**config.mk**
```make
export PLATFORM = sky130hd
export DESIGN_NAME = sar_buscador_flat
export DESIGN_NICKNAME = d
export VERILOG_FILES = /design/src/rtl/sar_buscador_pkg.sv /design/src/rtl/sar_buscador_if.sv /design/src/rtl/sar_buscador.sv /design/src/flat_wrapper.sv
export SDC_FILE = /design/constraint.sdc
export NUM_CORES = 1
export LEC_CHECK = 0
export BUFFER_PORTS_ARGS = -buffer_cell sky130_fd_sc_hd__buf_2
export CAP_MARGIN = 20
export CORE_MARGIN = 10
export CORE_UTILIZATION = 50
export DETAILED_ROUTE_END_ITERATION = 8
export PLACE_DENSITY_LB_ADDON = 0.25
export SYNTH_ARGS = -nofsm -noshare
export SYNTH_HDL_FRONTEND = slang
export SYNTH_SLANG_ARGS = --single-unit
```
**constraint.sdc**
```tcl
create_clock -name clk -period 2.22 [get_ports clk]
set_input_delay 0.222 -clock clk [delete_from_list [all_inputs] [get_ports clk]]
set_output_delay 0.222 -clock clk [all_outputs]
set_load 0.03 [all_outputs]
```
**src/rtl/sar_buscador_pkg.sv**
```systemverilog
// sar_buscador_pkg: shared comparator codes, state encoding and default width for the SAR search controller.
package sar_buscador_pkg;
    localparam int DEF_WIDTH = 4;
    localparam logic [2:0] CMP_GT = 3'b001;
    localparam logic [2:0] CMP_EQ = 3'b010;
    localparam logic [2:0] CMP_LT = 3'b100;
    typedef enum logic [1:0] {IDLE = 2'd0, TEST = 2'd1, DONE = 2'd2} state_t;
endpackage

```
**src/rtl/sar_buscador_if.sv**
```systemverilog
// sar_buscador_if: control/comparator bundle between the search controller and its surroundings.
interface sar_buscador_if
    import sar_buscador_pkg::*;
#(
    parameter int WIDTH = DEF_WIDTH
);
    logic             start;
    logic [2:0]       cmp_result;
    logic [WIDTH-1:0] guess;
    logic             busy;
    logic             done;
    logic [WIDTH-1:0] found;
    logic             error;
    modport master (output start, output cmp_result, input guess, input busy, input done, input found, input error);
    modport slave (input start, input cmp_result, output guess, output busy, output done, output found, output error);
endinterface

```
**src/rtl/sar_buscador.sv**
```systemverilog
// sar_buscador: successive-approximation search that resolves the comparator's second operand one bit per cycle.
module sar_buscador
    import sar_buscador_pkg::*;
#(
    parameter int WIDTH = DEF_WIDTH
) (
    input logic           clk,
    input logic           rst,
    sar_buscador_if.slave bus
);
    localparam int KW = (WIDTH > 1) ? $clog2(WIDTH) : 1;
    state_t           state_q, state_d;
    logic [WIDTH-1:0] acc_q, acc_d, guess_q, guess_d, found_q, found_d, new_acc;
    logic [KW-1:0]    k_q, k_d;
    logic             error_q, error_d, is_eq, is_dec;
    assign is_eq = bus.cmp_result == CMP_EQ;
    assign is_dec = (bus.cmp_result == CMP_LT) || (bus.cmp_result == CMP_GT);
    // LT means the trial is still at or below the target, so the trial bit stays set
    assign new_acc = (bus.cmp_result == CMP_LT) ? guess_q : acc_q;
    always_comb begin
        state_d = state_q;
        acc_d = acc_q;
        guess_d = guess_q;
        found_d = found_q;
        k_d = k_q;
        error_d = error_q;
        case (state_q)
            IDLE: if (bus.start) begin
                state_d = TEST;
                acc_d = '0;
                k_d = KW'(WIDTH - 1);
                guess_d = WIDTH'(1) << (WIDTH - 1);
                error_d = 1'b0;
            end
            TEST: begin
                if (is_eq) begin
                    found_d = guess_q;
                    state_d = DONE;
                end else if (is_dec) begin
                    acc_d = new_acc;
                    if (k_q != '0) begin
                        k_d = k_q - KW'(1);
                        guess_d = new_acc | (WIDTH'(1) << (k_q - KW'(1)));
                    end else begin
                        found_d = new_acc;
                        state_d = DONE;
                    end
                end else begin
                    found_d = guess_q;
                    error_d = 1'b1;
                    state_d = DONE;
                end
            end
            DONE: state_d = IDLE;
            default: state_d = IDLE;
        endcase
    end
    always_ff @(posedge clk or posedge rst) begin
        if (rst) begin
            state_q <= IDLE;
            acc_q <= '0;
            guess_q <= '0;
            found_q <= '0;
            k_q <= KW'(WIDTH - 1);
            error_q <= 1'b0;
        end else begin
            state_q <= state_d;
            acc_q <= acc_d;
            guess_q <= guess_d;
            found_q <= found_d;
            k_q <= k_d;
            error_q <= error_d;
        end
    end
    assign bus.guess = guess_q;
    assign bus.busy = state_q == TEST;
    assign bus.done = state_q == DONE;
    assign bus.found = found_q;
    assign bus.error = error_q;
endmodule
```
**src/flat_wrapper.sv**
```systemverilog
// flat-port wrapper written by rule: the top's interface ports become plain ports
module sar_buscador_flat import sar_buscador_pkg::*;
#(
    parameter int WIDTH = DEF_WIDTH
)
  (clk, rst, bus_start, bus_cmp_result, bus_guess, bus_busy, bus_done, bus_found, bus_error);
  sar_buscador_if #(.WIDTH(WIDTH)) bus_i ();
  input logic clk;
  input logic rst;
  input wire logic [$bits(bus_i.start)-1:0] bus_start;
  input wire logic [$bits(bus_i.cmp_result)-1:0] bus_cmp_result;
  output wire logic [$bits(bus_i.guess)-1:0] bus_guess;
  output wire logic [$bits(bus_i.busy)-1:0] bus_busy;
  output wire logic [$bits(bus_i.done)-1:0] bus_done;
  output wire logic [$bits(bus_i.found)-1:0] bus_found;
  output wire logic [$bits(bus_i.error)-1:0] bus_error;
  assign bus_i.start = bus_start;
  assign bus_i.cmp_result = bus_cmp_result;
  assign bus_guess = bus_i.guess;
  assign bus_busy = bus_i.busy;
  assign bus_done = bus_i.done;
  assign bus_found = bus_i.found;
  assign bus_error = bus_i.error;
  sar_buscador #(.WIDTH(WIDTH)) u_core (.clk(clk), .rst(rst), .bus(bus_i));
endmodule
```
==> qor.yml <==
run_status: "complete, but fails checks"
violated_checks: "negative hold slack"
synthArstFlopShare_pct: 100.0
grt_antenna_before_repair: 0
num_vias: 742
chipWidth_um: 62.95
worst_setup_path_end_kind: "register"
tritoncts_clock_tree: "yes"
cts_buffers: 3
post_cts.resized_instances: 0
avgViaCountPerCell: 5.752
fill_cells: 157
rr_endpoint: "u_core.bus.guess[0]"
drtAntennaViolNets: 0
synth.most_common_cell: "dfrtp_1"
place.gp.congestion: 0.8109
top_cell_type_s_share_of_synthesized_area_pct: 40.71
yosysWarningCount: 0
worstHoldPathType: "input pin to async pin"
grt_overflow: 0
netlist_top_cells_area: "dfrtp_1, mux2_2, dfstp_2"
crit_path_start: "u_core.k_q[0]"
nNetsFinal: 115
synth_sequential_area_ratio_pct: 46.40
clock.fmax_ghz: 0.5125
number_of_flops_mapped_to_enable_cells_by_yosys: 0
post-synth-top-area-cell: "dfrtp_1"
grt_first_pass_wirelength_um: 3567
syn-cell-area_um2: 922.1
fp.coreArea_mm2: 0.001745
leakagePower_uw: 0.0005039
min_period_over_period_pct: 87.89
areaGrowthSynthToFinish_pct: 14.93
peak_supply_drop_v: 0.0005796
setup_violations: 0
rsz0062_at_grt: "no"
clock_tree.htree_level_count: 1
worst_r2r_startpoint: "u_core.k_q[0]"
hpwl_um: 1517
drt-total-wl_um: 2132
largest_net_degree_at_the_start_of_global_routing: 18
period_needed_ps: 1951
ctsRootBufferMaster: "clkbuf_4"
drt_pass1_iterations: 4
max_cap_viols: 0
ff2ff_setup_slack_ps: 270
yosys.cell_types.count: 30
number_of_instances_in_the_synthesized_netlist: 85
finClkSkew_ps: 2.130
detail_route.drc_violations: 0
worst-setup-path-type: "register to register"
tightest_slew_ps: 735.7
fp.dieArea_mm2: 0.003962
buffers_added_on_ports: 16
grt_usage_pct: 10.86
power_density_mw_per_mm2: 1074
fin_hold_ws_ps: -6.752
rows: 15
wire_per_inst_um: 16.53
via_count_of_the_first_global_routing_pass: 731
setup_total_negative_slack_ps: 0
initial_utilization_pct: 52.83
ctsLongestPathBuffers: 2
crit_path_end: "u_core.bus.guess[0]"
synth.net_count: 95
die-height_um: 62.95
multi_input_gate_area_um2: 459.2
synth-seq-cells: 17
worst_skew_pair.late_latency_ps: 300
hold_violations: 14
relSlewSlack_pct: 50.84
antenna_cells_inserted: 0
avgSynthCellArea_um2: 10.85
post_route_cells_drive_above_1_share_pct: 34.62
area.sequential_um2: 427.9
finalMaxSlewViolations: 0
cp_data_arrival_time_ps: 2090
clock-sinks: 17
synth_ff_type: "dfrtp_1"
path_max_fanout: 10
cts.hold.buffers_added: 0
setup.worst_path.start_class: "register"
drtIter0Drc: 43
io_pins: 17
reg2regPathDepth: 5
timing.critical_path.required_ps: 2360
cts_setup_buffers: 0
synth.top_cells.by_count: "dfrtp_1, mux2_2, inv_1"
worst_setup_hold_path_clk_slew_ps: 100
state kept, by name, summed over array words and instances, names as in the netlist:
| signal | flops |
|---|---|
| u_core.acc_q | 4 |
| u_core.bus.found | 4 |
| u_core.bus.guess | 4 |
| u_core.k_q | 2 |
| u_core.state_q | 2 |
| u_core.bus.error | 1 |
cell families (layout without fill, tap and decap cells):
group	count (synthesis)	count (layout)	share of synthesized area, %
and+or+nand+nor	26	26	17.91
AOI/OAI and AO/OA	19	19	13.98
DFF	17	17	46.40
buffers and inverters	9	28	3.799
muxes	8	8	9.770
adders and majority gates	4	4	5.428
xor gates and xnor gates	2	2	2.714
worst max-delay path, stage by stage (launching register included):
cell      delay, ps
dfstp_2         580
inv_1            70
ha_1            240
nor4b_4         480
and3b_2         320
a221oi_1        100
report_power, final:
part	total (µW)	leakage, µW	switching, µW	internal, µW
Combinational	493	0.000272	318	175
Sequential	476	0.000214	71.0	405
Clock	169	0.0000177	102	67.2
Total	1140	0.000504	491	647
per-layer routing:
metal	vias to the layer above	share of wire, %	global-route usage, %
met5	-	0	0
li1	351	-	-
met1	362	48	14.04
met4	0	1.2	3.352
met3	5	6.9	4.301
met2	24	44	15.99
how the worst min path moves through the flow:
stage | from | to | depth (start not counted)
finish | rst | u_core.bus.found[2] | 2
global route | rst | u_core.bus.guess[2] | 2
CTS | rst | u_core.state_q[0] | 2
detailed placement | rst | u_core.bus.found[2] | 2
global placement | rst | u_core.bus.found[2] | 2
floorplan | rst | u_core.acc_q[0] | 1
layout make-up:
| class | count | share of cell area (%) |
|---|---|---|
| clock inverter | 1 | 0.4723 |
| sequential | 17 | 40.38 |
| clock buffer | 3 | 2.125 |
| inverter | 7 | 2.479 |
| tap | 25 | 2.952 |
| timing repair buffer | 17 | 8.264 |
| multi-input combinational | 59 | 43.33 |
per-stage QoR:
step                area [µm²]  worst slack [ps]  util [%]  power (µW)  instances
floorplan                922.1             531.7         -       829.3         85
global placement          1032             434.0     59.14       965.2        125
detailed placement        1032             301.1     59.14       976.9        125
CTS                       1060             285.7     60.72        1149        129
global route              1060             119.0     60.72        1215        129
finish                    1060             268.9     60.72        1138        129
cell usage in the layout, fill, tap and decap left out, types with 2 or more instances in the layout:
master     n
buf_2     16
dfrtp_1   15
mux2_2     8
inv_1      7
nor2_1     5
nand2_1    5
o21ai_0    5
nand3_1    4
a211oi_1   4
ha_1       4
nor3b_1    3
clkbuf_4   3
or3b_2     2
o211ai_1   2
a221oi_1   2
a31oi_1    2
dfstp_2    2
No activity file was read; power rests on OpenSTA's default activity.
